===== config.mk =====
export PLATFORM = sky130hd
export DESIGN_NAME = alu_op_sequencer_flat
export DESIGN_NICKNAME = d
export VERILOG_FILES = /design/src/rtl/alu_op_sequencer_if.sv /design/src/rtl/alu_op_sequencer.sv /design/src/flat_wrapper.sv
export SDC_FILE = /design/constraint.sdc
export NUM_CORES = 1
export LEC_CHECK = 0
export ABC_AREA = 1
export CAP_MARGIN = 0
export CORE_MARGIN = 10
export CORE_UTILIZATION = 30
export CTS_CLUSTER_DIAMETER = 50
export DETAILED_ROUTE_END_ITERATION = 10
export DONT_BUFFER_PORTS = 1
export PLACE_DENSITY = 0.56
export SETUP_SLACK_MARGIN = 0.2
export SYNTH_ARGS = -nofsm -noshare
export SYNTH_HDL_FRONTEND = slang
export SYNTH_SLANG_ARGS = --single-unit
export TNS_END_PERCENT = 10

===== constraint.sdc =====
create_clock -name clk -period 1.84 [get_ports clk]
set_input_delay 0.368 -clock clk [delete_from_list [all_inputs] [get_ports clk]]
set_output_delay 0.368 -clock clk [all_outputs]
set_load 0.05 [all_outputs]

===== src/rtl/alu_op_sequencer_if.sv =====
// Program-memory and ALU-core bus between alu_op_sequencer (master) and the
// memory/core pair (slave).
interface alu_op_sequencer_if #(
    parameter int ADDR_W = 6
);
    logic [ADDR_W-1:0] pm_addr;
    logic [15:0]       pm_data;
    logic [7:0]        data_in;
    logic [6:0]        opcode;
    logic              cin;
    logic              load;
    logic              ce;
    logic              cout;
    logic [7:0]        data_out;

    modport master (
        output pm_addr, data_in, opcode, cin, load, ce,
        input  pm_data, cout, data_out
    );

    modport slave (
        input  pm_addr, data_in, opcode, cin, load, ce,
        output pm_data, cout, data_out
    );
endinterface


===== src/rtl/alu_op_sequencer.sv =====
// Fetch/decode/execute sequencer for the 8-bit ALU core: one load or ce pulse per
// instruction, result and carry captured after the core latency, stops on HALT or illegal op.
module alu_op_sequencer #(
    parameter int ADDR_W   = 6,
    parameter int EXEC_LAT = 1
) (
    input  logic               clk,
    input  logic               rst,
    input  logic               start,
    alu_op_sequencer_if.master bus,
    output logic [7:0]         result,
    output logic               carry,
    output logic               busy,
    output logic               done,
    output logic               error
);
    typedef enum logic [2:0] {
        S_IDLE   = 3'd0,
        S_FETCH  = 3'd1,
        S_DECODE = 3'd2,
        S_EXEC   = 3'd3,
        S_WAIT   = 3'd4,
        S_WB     = 3'd5
    } state_t;

    localparam logic [3:0] OP_LDI    = 4'hE;
    localparam logic [3:0] OP_HALT   = 4'hF;
    localparam logic [2:0] WAIT_LAST = 3'(EXEC_LAT - 1);

    state_t            state_r, state_s;
    logic [ADDR_W-1:0] pm_addr_r, pm_addr_s;
    logic [7:0]        data_in_r, data_in_s;
    logic [3:0]        opcode_r, opcode_s;
    logic              cin_r, cin_s;
    logic              load_r, load_s;
    logic              ce_r, ce_s;
    logic [2:0]        wait_cnt_r, wait_cnt_s;
    logic [7:0]        result_r, result_s;
    logic              carry_r, carry_s;
    logic              busy_r, busy_s;
    logic              done_r, done_s;
    logic              error_r, error_s;
    logic [3:0]        dec_op_s;
    logic              unused_rsvd_s;

    function automatic logic is_illegal(input logic [3:0] op);
        return (op >= 4'hA) && (op <= 4'hD);
    endfunction

    assign dec_op_s      = bus.pm_data[15:12];
    // Reserved instruction bits [10:8] carry no meaning and are dropped here.
    assign unused_rsvd_s = ^bus.pm_data[10:8];

    // Next-state and next-output logic; pulses default low every cycle.
    always_comb begin
        state_s    = state_r;
        pm_addr_s  = pm_addr_r;
        data_in_s  = data_in_r;
        opcode_s   = opcode_r;
        cin_s      = cin_r;
        wait_cnt_s = wait_cnt_r;
        result_s   = result_r;
        carry_s    = carry_r;
        busy_s     = busy_r;
        error_s    = error_r;
        load_s     = 1'b0;
        ce_s       = 1'b0;
        done_s     = 1'b0;
        case (state_r)
            S_IDLE: begin
                if (start) begin
                    pm_addr_s = {ADDR_W{1'b0}};
                    busy_s    = 1'b1;
                    error_s   = 1'b0;
                    state_s   = S_FETCH;
                end else begin
                    state_s = S_IDLE;
                end
            end
            S_FETCH: begin
                state_s = S_DECODE;
            end
            S_DECODE: begin
                if (dec_op_s == OP_HALT) begin
                    done_s  = 1'b1;
                    busy_s  = 1'b0;
                    state_s = S_IDLE;
                end else if (is_illegal(dec_op_s)) begin
                    error_s = 1'b1;
                    busy_s  = 1'b0;
                    state_s = S_IDLE;
                end else begin
                    data_in_s = bus.pm_data[7:0];
                    opcode_s  = dec_op_s;
                    cin_s     = bus.pm_data[11] & carry_r;
                    state_s   = S_EXEC;
                end
            end
            S_EXEC: begin
                // Pulse is registered on EXEC exit, so operands lead it by a full cycle.
                if (opcode_r == OP_LDI) begin
                    load_s = 1'b1;
                end else begin
                    ce_s = 1'b1;
                end
                wait_cnt_s = 3'd0;
                state_s    = S_WAIT;
            end
            S_WAIT: begin
                if (wait_cnt_r == WAIT_LAST) begin
                    state_s = S_WB;
                end else begin
                    wait_cnt_s = wait_cnt_r + 3'd1;
                end
            end
            S_WB: begin
                if (opcode_r == OP_LDI) begin
                    result_s = data_in_r;
                end else begin
                    result_s = bus.data_out;
                    carry_s  = bus.cout;
                end
                pm_addr_s = pm_addr_r + {{(ADDR_W-1){1'b0}}, 1'b1};
                state_s   = S_FETCH;
            end
            default: begin
                busy_s  = 1'b0;
                state_s = S_IDLE;
            end
        endcase
    end

    // State and output registers with synchronous reset.
    always_ff @(posedge clk) begin
        if (rst) begin
            state_r    <= S_IDLE;
            pm_addr_r  <= {ADDR_W{1'b0}};
            data_in_r  <= 8'h00;
            opcode_r   <= 4'h0;
            cin_r      <= 1'b0;
            load_r     <= 1'b0;
            ce_r       <= 1'b0;
            wait_cnt_r <= 3'd0;
            result_r   <= 8'h00;
            carry_r    <= 1'b0;
            busy_r     <= 1'b0;
            done_r     <= 1'b0;
            error_r    <= 1'b0;
        end else begin
            state_r    <= state_s;
            pm_addr_r  <= pm_addr_s;
            data_in_r  <= data_in_s;
            opcode_r   <= opcode_s;
            cin_r      <= cin_s;
            load_r     <= load_s;
            ce_r       <= ce_s;
            wait_cnt_r <= wait_cnt_s;
            result_r   <= result_s;
            carry_r    <= carry_s;
            busy_r     <= busy_s;
            done_r     <= done_s;
            error_r    <= error_s;
        end
    end

    assign bus.pm_addr = pm_addr_r;
    assign bus.data_in = data_in_r;
    assign bus.opcode  = {3'b000, opcode_r};
    assign bus.cin     = cin_r;
    assign bus.load    = load_r;
    assign bus.ce      = ce_r;
    assign result      = result_r;
    assign carry       = carry_r;
    assign busy        = busy_r;
    assign done        = done_r;
    assign error       = error_r;
endmodule


===== src/flat_wrapper.sv =====
// flat-port wrapper written by rule: the top's interface ports become plain ports
module alu_op_sequencer_flat 
#(
    parameter int ADDR_W   = 6,
    parameter int EXEC_LAT = 1
)
  (clk, rst, start, result, carry, busy, done, error, bus_pm_addr, bus_data_in, bus_opcode, bus_cin, bus_load, bus_ce, bus_pm_data, bus_cout, bus_data_out);
  alu_op_sequencer_if #(.ADDR_W(ADDR_W)) bus_i ();
  input  logic clk;
  input  logic rst;
  input  logic start;
  output logic [7:0] result;
  output logic carry;
  output logic busy;
  output logic done;
  output logic error;
  output wire logic [$bits(bus_i.pm_addr)-1:0] bus_pm_addr;
  output wire logic [$bits(bus_i.data_in)-1:0] bus_data_in;
  output wire logic [$bits(bus_i.opcode)-1:0] bus_opcode;
  output wire logic [$bits(bus_i.cin)-1:0] bus_cin;
  output wire logic [$bits(bus_i.load)-1:0] bus_load;
  output wire logic [$bits(bus_i.ce)-1:0] bus_ce;
  input wire logic [$bits(bus_i.pm_data)-1:0] bus_pm_data;
  input wire logic [$bits(bus_i.cout)-1:0] bus_cout;
  input wire logic [$bits(bus_i.data_out)-1:0] bus_data_out;
  assign bus_pm_addr = bus_i.pm_addr;
  assign bus_data_in = bus_i.data_in;
  assign bus_opcode = bus_i.opcode;
  assign bus_cin = bus_i.cin;
  assign bus_load = bus_i.load;
  assign bus_ce = bus_i.ce;
  assign bus_i.pm_data = bus_pm_data;
  assign bus_i.cout = bus_cout;
  assign bus_i.data_out = bus_data_out;
  alu_op_sequencer #(.ADDR_W(ADDR_W), .EXEC_LAT(EXEC_LAT)) u_core (.clk(clk), .rst(rst), .start(start), .bus(bus_i), .result(result), .carry(carry), .busy(busy), .done(done), .error(error));
endmodule

==> metrics.txt <==
result of the run finished clean; library cell with the highest instance count after synthesis sky130_fd_sc_hd__nand2_1; worst setup path class reg -> reg; number of setup violations in the final report 0; Core Rows 28; routed len/inst between 10 and 15 um; final cycle utilization of the critical path 0.731; post-detail-place hpwl 3.48 mm; final core utilization 0.349; count of placed standard cells in the final layout, fillers left out 337; pin count of the biggest net entering global routing 26; diodes inserted 0; Pwr Density slightly above 900 nW/um2; setup slack, reg-to-reg just under 0.5 ns; total of hold buffers inserted after clock tree synthesis 0; Design Area, Final ~2100 um2; sum of routed wire length over all layers 4.48 mm; clock sink total 39; most frequent cells after synthesis 55 x sky130_fd_sc_hd__nand2_1, 39 x sky130_fd_sc_hd__dfxtp_1, 31 x sky130_fd_sc_hd__inv_1; number of CTS-inserted buffers 5; post-synth cell types 24; fill cell count 624; max-slew violation count 0; # IOs 64; maximum buffer depth of the clock tree 2; cells after synthesis 251; first-pass GRT wire length 7.04 mm; CTS resizes 0; primary flip-flop cell chosen by synthesis mapping sky130_fd_sc_hd__dfxtp_1; peak fanout along the critical path 25; post-synthesis to final-layout area growth 13.1%; shortest clock period the worst path allows after layout 1.34 ns; maximum vdd drop 386 uV; standard cell with the maximum stage delay on the critical path sky130_fd_sc_hd__dfxtp_1; via count 1480; cell type with the largest total area after synthesis sky130_fd_sc_hd__dfxtp_1; critical path cell sequence inv_2, nand2_2, nor2_4, nand3_4, a21oi_1, nor2_1; sequential share of the synthesized area 0.430; initial DRC count roughly 130; Final Hold Vio Count 0; end point of the most critical hold path u_core.error$_SDFFE_PP0P_; count of buffers inserted at the top-level ports 0; drt drc 0; area of the mapped netlist 1810 um2; antenna-violating nets left 0; number of global-route vias before repair ~1300; ranking of synthesized cells by area sky130_fd_sc_hd__dfxtp_1 43%, sky130_fd_sc_hd__nand2_1 11%, sky130_fd_sc_hd__a21oi_1 7.4%, sky130_fd_sc_hd__inv_1 6.4%, sky130_fd_sc_hd__nor2_1 5.8%; startpoint of the worst register-to-register path u_core.state_r[0]$_SDFFE_PP0P_; clock insertion delay at the later pin of the skew report 0.29 ns; largest stage delay on the critical path 0.35 ns; Max Cap Violations 0; height of the chip 97.8 um; floorplan core area approximately 5900 um2; Inst Count DP roughly 330; portion of synthesized cell area occupied by the leading cell type 0.430; htree depth 2; slew at the pin closest to its max-slew limit about 0.54 ns; count of flip-flops with a built-in enable after synthesis 0; TritonCTS clock tree done; Critical Path RT 2.03 ns; Seq. cell area 781 um2; total leakage power 0.971 nW; hold path cells 1; Achievable Freq approximately 740 MHz; share of flip-flops with an asynchronous set or reset 0; number of register bits inferred by synthesis 39; origin of the worst min-delay path rst; initial core utilization 0.308; CP endpoint kind flop; path category of the worst min-delay check in -> reg; proportion of layout cells with a drive suffix above 1 0.122; routed vias/inst 4.39; gpl congestion 0.747; Reg2Reg Depth 6; Tot GR Track Use 0.0896; setup repair after global routing missed its margin false; Data arrival, critical path 1.53 ns; number of nets in the layout 292; clk slew on worst S/H paths ~0.08 ns; overall die width 97.8 um; initial antenna violation count 0; drt pass-1 iters 6; Die Area around 9600 um2; standard cell area after detailed placement about 1900 um2; Post-Syn Area per Cell 7.23 um2; Slew Limit Headroom 0.637; Reg2Reg Capture Point u_core.busy$_SDFFE_PP0P_; warning count from the yosys run 0; Worst Setup SP u_core.state_r[0]$_SDFFE_PP0P_; number of post-CTS setup repair buffers 0; Setup Total Neg Slack 0 ns; maximum clock skew at final layout 0.00784 ns; Multi-input gate area 822 um2; type of origin of the critical path flop; GR Overflow Total 0; root buffer selected by CTS sky130_fd_sc_hd__clkbuf_8
-- how the worst max path moves through the flow --
stage,endpoint,slack [ns],cells past startpoint
floorplan,u_core.result[4]$_SDFFE_PP0P_,0.37,5
global placement,u_core.busy$_SDFFE_PP0P_,0.48,6
detailed placement,u_core.busy$_SDFFE_PP0P_,0.50,6
CTS,u_core.result[5]$_SDFFE_PP0P_,0.48,5
global route,u_core.result[5]$_SDFFE_PP0P_,0.30,6
finish,u_core.busy$_SDFFE_PP0P_,0.50,6
-- cells in the final DEF, fill, tap and decap left out, drive strengths merged --
cell type and n:
o21a 8, clkbuf 6, ha 3, nand4 4
a21oi 27, dfxtp 39, o21ai 17, clkinv 1
nand3 15, xor2 1, nor4 1, nand2 58
bufinv 1, nor2 31, inv 34, conb 3
buf 13
-- report_power, final --
part | switching [W] | leakage, nW | total [W] | internal [W]
logic | 0.000127 | 0.595 | 0.000179 | 0.0000517
registers | 0.0000787 | 0.316 | 0.000951 | 0.000872
clock network | 0.000304 | 0.0612 | 0.000743 | 0.000439
-- final cells by class --
| type | instances | area share |
|---|---|---|
| Timing Repair Buffer | 13 | 0.0537 |
| Inverter | 34 | 0.0622 |
| Clock buffer | 6 | 0.0402 |
| Tap cell | 75 | 0.0457 |
| Clock inverter | 2 | 0.0171 |
| Multi-Input combinational cell | 168 | 0.401 |
| Sequential cell | 39 | 0.380 |
-- stage by stage --
| stage | setup slack, ns | hold WS [ns] | total power (W) |
|---|---|---|---|
| after floorplan | 0.371 | 0.487 | 0.00112 |
| after global placement | 0.482 | 0.440 | 0.00115 |
| after detailed placement | 0.500 | 0.442 | 0.00115 |
| after CTS | 0.484 | 0.124 | 0.00189 |
| after global routing | 0.301 | 0.112 | 0.00195 |
| final | 0.496 | 0.135 | 0.00187 |
-- per-layer routing --
| metal | vias up | global-route usage | part of all wire |
|---|---|---|---|
| met4 | 0 | 0.0403 | 0.015 |
| met5 | - | 0 | 0 |
| met1 | 641 | 0.103 | 0.45 |
| li1 | 809 | - | - |
| met3 | 4 | 0.0388 | 0.068 |
| met2 | 26 | 0.142 | 0.47 |
-- registers in the layout (all words and copies together), names as in the netlist --
| name | flops |
|---|---|
| u_core.bus.ce | 1 |
| u_core.bus.pm_addr | 6 |
| u_core.carry | 1 |
| u_core.error | 1 |
| u_core.wait_cnt_r | 3 |
| u_core.state_r | 3 |
| u_core.bus.load | 1 |
| u_core.busy | 1 |
| u_core.opcode_r | 4 |
| u_core.result | 8 |
| u_core.bus.data_in | 8 |
| u_core.bus.cin | 1 |
| u_core.done | 1 |
-- critical path: cells and delay by family (launching register included) --
kind	cells	cell delay, ns
AOI/OAI and AO/OA	1	0.21
buffers and inverters	1	0.14
DFF	1	0.35
and+or+nand+nor	4	0.55
-- cells by family (layout without fill, tap and decap cells) --
family / count (synthesis) / in the layout / synth area share
compound gates: 52 / 52 / 0.154
xor+xnor: 1 / 1 / 0.00483
fa+ha+maj: 3 / 3 / 0.0207
buf+inv: 46 / 55 / 0.121
flops: 39 / 39 / 0.430
other cells: 1 / 3 / 0.00207
simple gates: 109 / 109 / 0.267
(Power assumes the default switching activity.)
==> variant (config.mk and constraints unchanged) <==
The 6 states of `state_t` get a Gray code encoding in 3 bits.
--- a/src/rtl/alu_op_sequencer.sv
+++ b/src/rtl/alu_op_sequencer.sv
@@ -16,10 +16,10 @@
 );
     typedef enum logic [2:0] {
-        S_IDLE   = 3'd0,
-        S_FETCH  = 3'd1,
-        S_DECODE = 3'd2,
-        S_EXEC   = 3'd3,
-        S_WAIT   = 3'd4,
-        S_WB     = 3'd5
+        S_IDLE   = 3'b000,
+        S_FETCH  = 3'b001,
+        S_DECODE = 3'b011,
+        S_EXEC   = 3'b010,
+        S_WAIT   = 3'b110,
+        S_WB     = 3'b111
     } state_t;
 
Check against the original RTL: same outputs for any inputs over 10 cycles, from zero or initial values and one cycle with rst high; not proved beyond that.
==> variant against the original RTL <==
Cell area down 2.1%. Cell count decreased by 9.2%. Routed wire length about the same. Die area down 0.21%. Sequential cell count is the same. Clock skew is 0.0034 ns lower. Setup slack worse by 0.11 ns. Power decreased by 0.97%. Synthesized cell count fell by 14%. Global-route usage rose by 0.22 points. First-iteration DRC count decreased by 59%. Synthesized area shrank 0.28%. Critical endpoint is now u_core.bus.data_in[2]. Largest cell class unchanged.
==> variant: results (changes against the original RTL) <==
sta:
  fin_skew_ns: 0.004438  # -0.003405 ns
  fin_tns_setup_ns: 0  # unchanged
  fin_crit_ns: 1.454  # +0.1097 ns
  worstMarginPinSlew_ns: 0.5540  # +0.01072 ns
  timing.hold.ws_ns: 0.1374  # +0.002003 ns
clocking:
  htree_levels: 2  # unchanged
  cts_root_buf: "clkbuf_8"
  cts_resized: 0  # unchanged
  post_cts_buffers: 0  # unchanged
  cts_buffer_depth: 2  # unchanged
logic_synthesis:
  synth_common_cells: "dfxtp_1, nand2_1, inv_1"
  ys_dominant_reg_cell: "dfxtp_1"
  synthCells: 216  # -14%
  ys_top_cells_by_area: "dfxtp_1, nand2_1, a21oi_1"
  synth.distinct_cells: 35  # +46%
  ys_seq_area_share_pct: 43.15  # +0.12 points
place:
  portBuffers: 0  # unchanged
  pre_cts_slack_ns: 0.3833  # -0.1167 ns
  dpl.hpwl_mm: 3.350  # -3.8%
  dp_cells: 298  # -9.4%
  placed_cell_area_um2: 1928  # -0.32%
  gp_congestion: 0.7582  # +1.6%
drt:
  vias: 1430  # -3.4%
  wl_mm: 4.473  # about the same
  wl_per_cell_um: 14.62  # +10%
  drt-initial-drc-count: 54  # -59%
  drt_first_pass_iters: 4  # -2
status:
  status: "complete, no violations"
power:
  ir_worst_vdd_mv: 0.2897  # -25%
  p_leak_nw: 0.8754  # -9.9%
  swShare_pct: 32.91  # +5.7 points
finish:
  nFillCells: 621  # -0.48%
  diodes: 0  # unchanged
  layout-drive-gt1-share_pct: 19.91  # +7.7 points
  layout.nets: 261  # -11%
grt:
  grt_max_degree: 26  # unchanged
  grt_pass1_vias: 1335  # +1.9%
  grt_pass1_wl_mm: 7.072  # +0.48%
  grt_usage_pct: 9.183  # +0.22 points
  grt_antenna_before_repair: 0  # unchanged
hold_path:
  hold_class: "in -> reg"
  min_from: "rst"
  whs_endpoint: "u_core.bus.pm_addr[1]"
  min_delay_path_depth: 1  # unchanged
critical_path:
  arrival_ns: 1.62  # +0.09 ns
  path_max_fanout: 25  # unchanged
  critPathCapture: "u_core.bus.data_in[2]"
  r2r_start: "u_core.state_r[0]"
  crit_start: "u_core.state_r[0]"
  rr_worst_depth: 5  # -1
  rrSetupSlack_ns: 0.39  # -0.11 ns
-- variant: changes by cell type after synthesis, sizes merged, moves of 2 or more --
cell | unedited run | this run
a211oi | 0 | 3
nand4 | 4 | 2
nor2 | 31 | 8
o21a | 8 | 0
nand2 | 58 | 36
o211ai | 0 | 16
buf | 11 | 8
a21oi | 27 | 29
clkbuf | 1 | 3
nand3 | 15 | 12
-- variant: area by class of cell --
cell class,instances,area (µm²),area share (%)
clock buffer,7,76.32,3.798
timing repair buffer,16,120.1,5.978
multi-input combinational,133,797.0,39.66
clock inverter,1,5.005,0.2491
inverter,35,136.4,6.787
sequential,39,780.7,38.85
tap,75,93.84,4.670
-- variant: kinds of logic after synthesis --
kind of cell    Yosys count  synth area share (%)
fa+ha+maj                 3                 2.075
compound gates           66                 24.41
flops                    39                 43.15
other cells               1                0.2073
buf+inv                  46                 13.21
simple gates             61                 16.94
-- variant: layer usage --
| layer | vias to the layer above | track usage (%) | wire length, µm |
|---|---|---|---|
| li1 | 746 | - | - |
| met1 | 624 | 10.76 | 1976 |
| met2 | 54 | 13.59 | 1978 |
| met3 | 6 | 4.765 | 440 |
| met4 | 0 | 4.027 | 78 |
| met5 | - | 0 | 0 |
-- variant: critical path: stages, from the launching register on --
cell	delay (ns)
dfxtp_1	0.47
nand2_2	0.12
nor2_4	0.13
nand3_4	0.28
o21ai_0	0.26
a21oi_1	0.06
-- variant: power by group through the flow --
stage	Clock [W]	Combinational [W]	Sequential [W]
5_1_grt	0.000612	0.000341	0.00101
2_1_floorplan	0	0.000214	0.00105
3_3_place_gp	0	0.000301	0.00102
6_report	0.000552	0.000302	0.00100
3_5_place_dp	0	0.000302	0.00102
4_1_cts	0.000578	0.000303	0.00100
